File: config.mk
export PLATFORM = sky130hd
export DESIGN_NAME = dmem_requester
export DESIGN_NICKNAME = d
export VERILOG_FILES = /design/src/rtl/dmem_requester.sv
export SDC_FILE = /design/constraint.sdc
export NUM_CORES = 1
export LEC_CHECK = 0
export ABC_CLOCK_PERIOD_IN_PS = 1200
export CAP_MARGIN = 20
export CORE_AREA = 2 2 111 113
export DETAILED_ROUTE_END_ITERATION = 10
export DIE_AREA = 0 0 113 115
export GPL_ROUTABILITY_DRIVEN = 0
export PLACE_DENSITY = 0.76
export SLEW_MARGIN = 10
export SYNTH_ARGS = -nofsm -noshare
export SYNTH_HDL_FRONTEND = slang
export SYNTH_SLANG_ARGS = --single-unit
File: constraint.sdc
create_clock -name clk -period 1.2 [get_ports clk]
set_input_delay 0.18 -clock clk [delete_from_list [all_inputs] [get_ports clk]]
set_output_delay 0.18 -clock clk [all_outputs]
set_load 0.01 [all_outputs]
File: src/rtl/dmem_requester.sv
// Pipeline-side initiator for the slow data RAM: holds one load/store stable until mem_ack.
// Optional timeout abort is enabled by defining DMEM_TIMEOUT_EN.
module dmem_requester #(
  parameter int DATA_WIDTH = 32,
  parameter int WAIT_LIMIT = 16
) (
  input  logic                  clk,
  input  logic                  rst,
  input  logic                  cpu_req,
  input  logic                  cpu_we,
  input  logic [31:0]           cpu_addr,
  input  logic [DATA_WIDTH-1:0] cpu_din,
  output logic [DATA_WIDTH-1:0] cpu_dout,
  output logic                  cpu_stall,
  output logic                  cpu_valid,
  output logic                  cpu_err,
  output logic                  mem_cs,
  output logic                  mem_we,
  output logic [31:0]           mem_addr,
  output logic [DATA_WIDTH-1:0] mem_din,
  input  logic [DATA_WIDTH-1:0] mem_dout,
  input  logic                  mem_ack
);

  localparam logic [1:0] IDLE = 2'd0;
  localparam logic [1:0] BUSY = 2'd1;
  localparam logic [1:0] DONE = 2'd2;

  logic [1:0] state;
  logic       we_r;
  logic       timeout;

`ifdef DMEM_TIMEOUT_EN
  localparam int CNT_W = $clog2(WAIT_LIMIT + 1);

  logic [CNT_W-1:0] wait_cnt;
  logic             err_r;

  // wait_cnt holds the number of BUSY cycles already spent, so the limit is hit on the last one
  always_ff @(posedge clk) begin
    if (rst) begin
      wait_cnt <= '0;
    end else if (state == BUSY) begin
      wait_cnt <= wait_cnt + CNT_W'(1);
    end else begin
      wait_cnt <= '0;
    end
  end

  assign timeout = (state == BUSY) && !mem_ack && (wait_cnt == CNT_W'(WAIT_LIMIT - 1));
  assign cpu_err = (state == DONE) && err_r;
`else
  logic unused_wait_limit;

  assign unused_wait_limit = (WAIT_LIMIT == 0);
  assign timeout           = 1'b0;
  assign cpu_err           = 1'b0;
`endif

  always_ff @(posedge clk) begin
    if (rst) begin
      state    <= IDLE;
      we_r     <= 1'b0;
      mem_addr <= '0;
      mem_din  <= '0;
      cpu_dout <= '0;
`ifdef DMEM_TIMEOUT_EN
      err_r    <= 1'b0;
`endif
    end else begin
      case (state)
        IDLE: begin
          if (cpu_req) begin
            mem_addr <= cpu_addr;
            mem_din  <= cpu_din;
            we_r     <= cpu_we;
            state    <= BUSY;
          end
        end
        BUSY: begin
          // ack takes priority over a coincident timeout
          if (mem_ack) begin
            if (!we_r) cpu_dout <= mem_dout;
            state <= DONE;
          end else if (timeout) begin
            if (!we_r) cpu_dout <= '0;
`ifdef DMEM_TIMEOUT_EN
            err_r <= 1'b1;
`endif
            state <= DONE;
          end
        end
        DONE: begin
`ifdef DMEM_TIMEOUT_EN
          err_r <= 1'b0;
`endif
          state <= IDLE;
        end
        default: state <= IDLE;
      endcase
    end
  end

  assign mem_cs    = (state == BUSY);
  assign mem_we    = (state == BUSY) && we_r;
  assign cpu_valid = (state == DONE);
  assign cpu_stall = ((state == IDLE) && cpu_req) || (state == BUSY);

endmodule

==> metrics.md <==
| Metric | Value |
|---|---|
| Clk_lat worst skew | 0.34 ns |
| Number of nets still failing antenna checks after routing | 0 |
| Number of nets in the finished design | 743 |
| CP Capture Type | primary output |
| Initial antenna violation count | 0 |
| P_leak | 3.19 nW |
| Outcome | finished with violations |
| First-pass GRT wire length | 18.9 mm |
| Number of clock buffers inserted by TritonCTS | 9 |
| Critical-path top delay cell | dfxtp_4 |
| Unrepaired setup endpoints after global routing | true |
| Horizontal die dimension | 113 µm |
| Internal reg-to-reg setup slack | -0.12 ns |
| Met1 usage in global routing | 0.216 |
| Startpoint type of the worst setup path | flop |
| Total global routing track utilization | 0.184 |
| Most used cells in the layout excluding fill and tap cells | nand2b_1 (194), clkdlybuf4s50_1 (99), dfxtp_1 (97) |
| Final clock skew | 0.00620 ns |
| Violations in the final reports | DRC, setup timing |
| Initial Util | 0.373 |
| Vertical die dimension | 115 µm |
| Drt pass-1 iters | 7 |
| Required time of the critical path | 1.02 ns |
| Highest cell delay on the worst timing path | 0.36 ns |
| CTS HTree Levels | 3 |
| Vias in the first global route | 3,761 |
| Register bit total from synthesis | 99 |
| Number of filler cells placed in the layout | 960 |
| CP Cell Sequence | nor2b_4 -> or2_1 -> buf_6 |
| Average size of a mapped cell | 10.2 µm² |
| Standard-cell row count | 40 |
| Type of the worst min-delay path | in -> reg |
| TritonCTS sink count | 99 |
| Iteration-0 DRC count of the detailed router | 148 |
| Ratio of total power to cell area | 1140 nW/µm² |
| Peak supply drop | 0.000619 V |
| Hold endpoint | mem_din[12] |
| Capture instance of the worst register-to-register path | mem_addr[14] |
| Start-to-end type of the worst setup path | reg -> out |
| CTS tree | done |
| Placement Setup Slack | -0.462 ns |
| Max-slew violations | 0 |
| Hold Violations, Final | 0 |
| Distinct cell type count of the synthesized netlist | 15 |
| Largest fanout on the critical path | 3 |
| Cell Area, Synth | 4410 µm² |
| Final setup viols | 87 |
| Number of buffers inserted by port buffering | 200 |
| Part of the Yosys area used for sequential elements | 0.450 |
| Mean routed wirelength per cell | 15.0 µm |
| Most frequent standard cell in the layout excluding fill and tap cells | nand2b_1 |
| Clock-pin slew on the worst setup and hold paths | 0.07 ns |
| I/O Pins | 202 |
| Number of vias in the routed layout | 3,598 |
| Total detailed-routing wirelength | 11.9 mm |
| Launch point of the worst hold path | rst |
| Post-Syn Instances | 433 |
| Warnings, synthesis | 0 |
| GRT met2 Usage | 0.319 |
| Crit path DAT | 1.21 ns |
| PnR worst setup slack | -0.186 ns |
| Hold slack | 0.303 ns |
| GR Layer Usage met3 | 0.0517 |
| Layer with the highest usage after global routing | met2 |
| Max capacitance violation total | 0 |
| Residual overflow from global routing | 0 |
| Final antenna diode count | 0 |
| Post-route fraction of the period consumed by the critical path | 1.15 |
| CTS max path bufs | 2 |
| R2r startpoint | state[1] |
| HPWL after detailed placement | 7.95 mm |
| Min Clock Period, post-route | 1.39 ns |
| Path depth of the worst reg2reg path | 5 |
| Hold Crit Depth | 3 |
| Fraction of layout cells with a size suffix above 1 | 0.0866 |
| Post-Synthesis Net Count | 534 |
| Die Footprint | 13,000 µm² |
| Number of DRC violations after detailed routing | 14 |
| Achievable frequency | 722 MHz |
| Pin count of the biggest net entering global routing | 55 |
| Placeable core area | 11,800 µm² |
| Synthesis-to-finish area growth | 64.7% |
| Vias per cell | 4.53 |
| Clock root buffer master | clkbuf_16 |
## what timing repair did
action,CTS,global route
pin swaps,3,2
resized for setup,140,19
gates cloned,11,1
endpoints found under the setup margin,198,102
buffers inserted,10,3
hold buffers,0,0
## cells in the mapped netlist
cell        n  share of area
mux2i_1    97           0.22
buf_2       4         0.0045
and3b_1     1         0.0020
and4bb_1    1         0.0028
conb_1      1        0.00085
or2_1       1         0.0014
buf_4       8          0.014
nand2b_1  194           0.28
nor3b_1     1         0.0017
and2_1      1         0.0014
clkbuf_1   21          0.018
nor2b_1     2         0.0028
o21ba_1     1         0.0023
dfxtp_1    99           0.45
nor3b_2     1         0.0028
## worst max-delay path, delay by kind of cell, from the launching register on
kind | cells | cell delay [ns]
simple gates | 2 | 0.38
flops | 1 | 0.36
buf+inv | 1 | 0.13
## registers in the layout (all words and copies together), names as in the netlist
signal    count
cpu_dout     32
mem_addr     32
mem_din      32
state         2
we_r          1
## power by group
group | switching (mW) | internal [mW]
logic | 0.643 | 1.07
clock network | 1.18 | 1.79
registers | 0.105 | 3.49
total | 1.93 | 6.35
## how the worst max path moves through the flow
stage                   from            to  slack [ns]  depth (start not counted)
floorplan           state[1]  mem_addr[10]       0.003                          4
global placement     cpu_req     cpu_stall       -0.47                          4
detailed placement   cpu_req     cpu_stall       -0.46                          4
CTS                 state[1]     cpu_stall       -0.18                          3
global route        state[1]     cpu_stall       -0.23                          3
finish              state[0]     cpu_stall       -0.19                          3
## metal layers
layer | vias to the layer above | part of all wire
met2 | 123 | 0.48
li1 | 1810 | -
met3 | 17 | 0.083
met5 | - | 0
met4 | 0 | 0.018
met1 | 1648 | 0.41
## kinds of logic (layout without fill, tap and decap cells)
family	Yosys count	in the layout	synth area share
AO/OA/AOI/OAI	1	1	0.00227
buffers and inverters	33	247	0.0361
flip-flops	99	99	0.450
multiplexers	97	97	0.220
other	1	1	0.000851
AND/OR/NAND/NOR	202	202	0.291
## layout make-up
class,count,area (µm²),share of cell area
clock buffers,15,278,0.0383
multi-input cells,301,2290,0.316
well taps,147,184,0.0253
clock inverters,1,30.0,0.00414
repair buffers,231,2480,0.342
flip-flops and latches,99,1990,0.274
## stage by stage
step                TNS (ns)  utilization  power (mW)  instance area (µm²)  cells
finish                 -6.90        0.614        8.28                 7260    794
global route          -11.98        0.614        8.65                 7260    794
CTS                    -8.41        0.616        8.39                 7280    795
detailed placement    -30.76        0.561        5.24                 6630    759
global placement      -28.65        0.561        5.20                 6630    759
floorplan                  0            -        4.34                 4410    433
No activity file was read; power rests on OpenSTA's default activity.
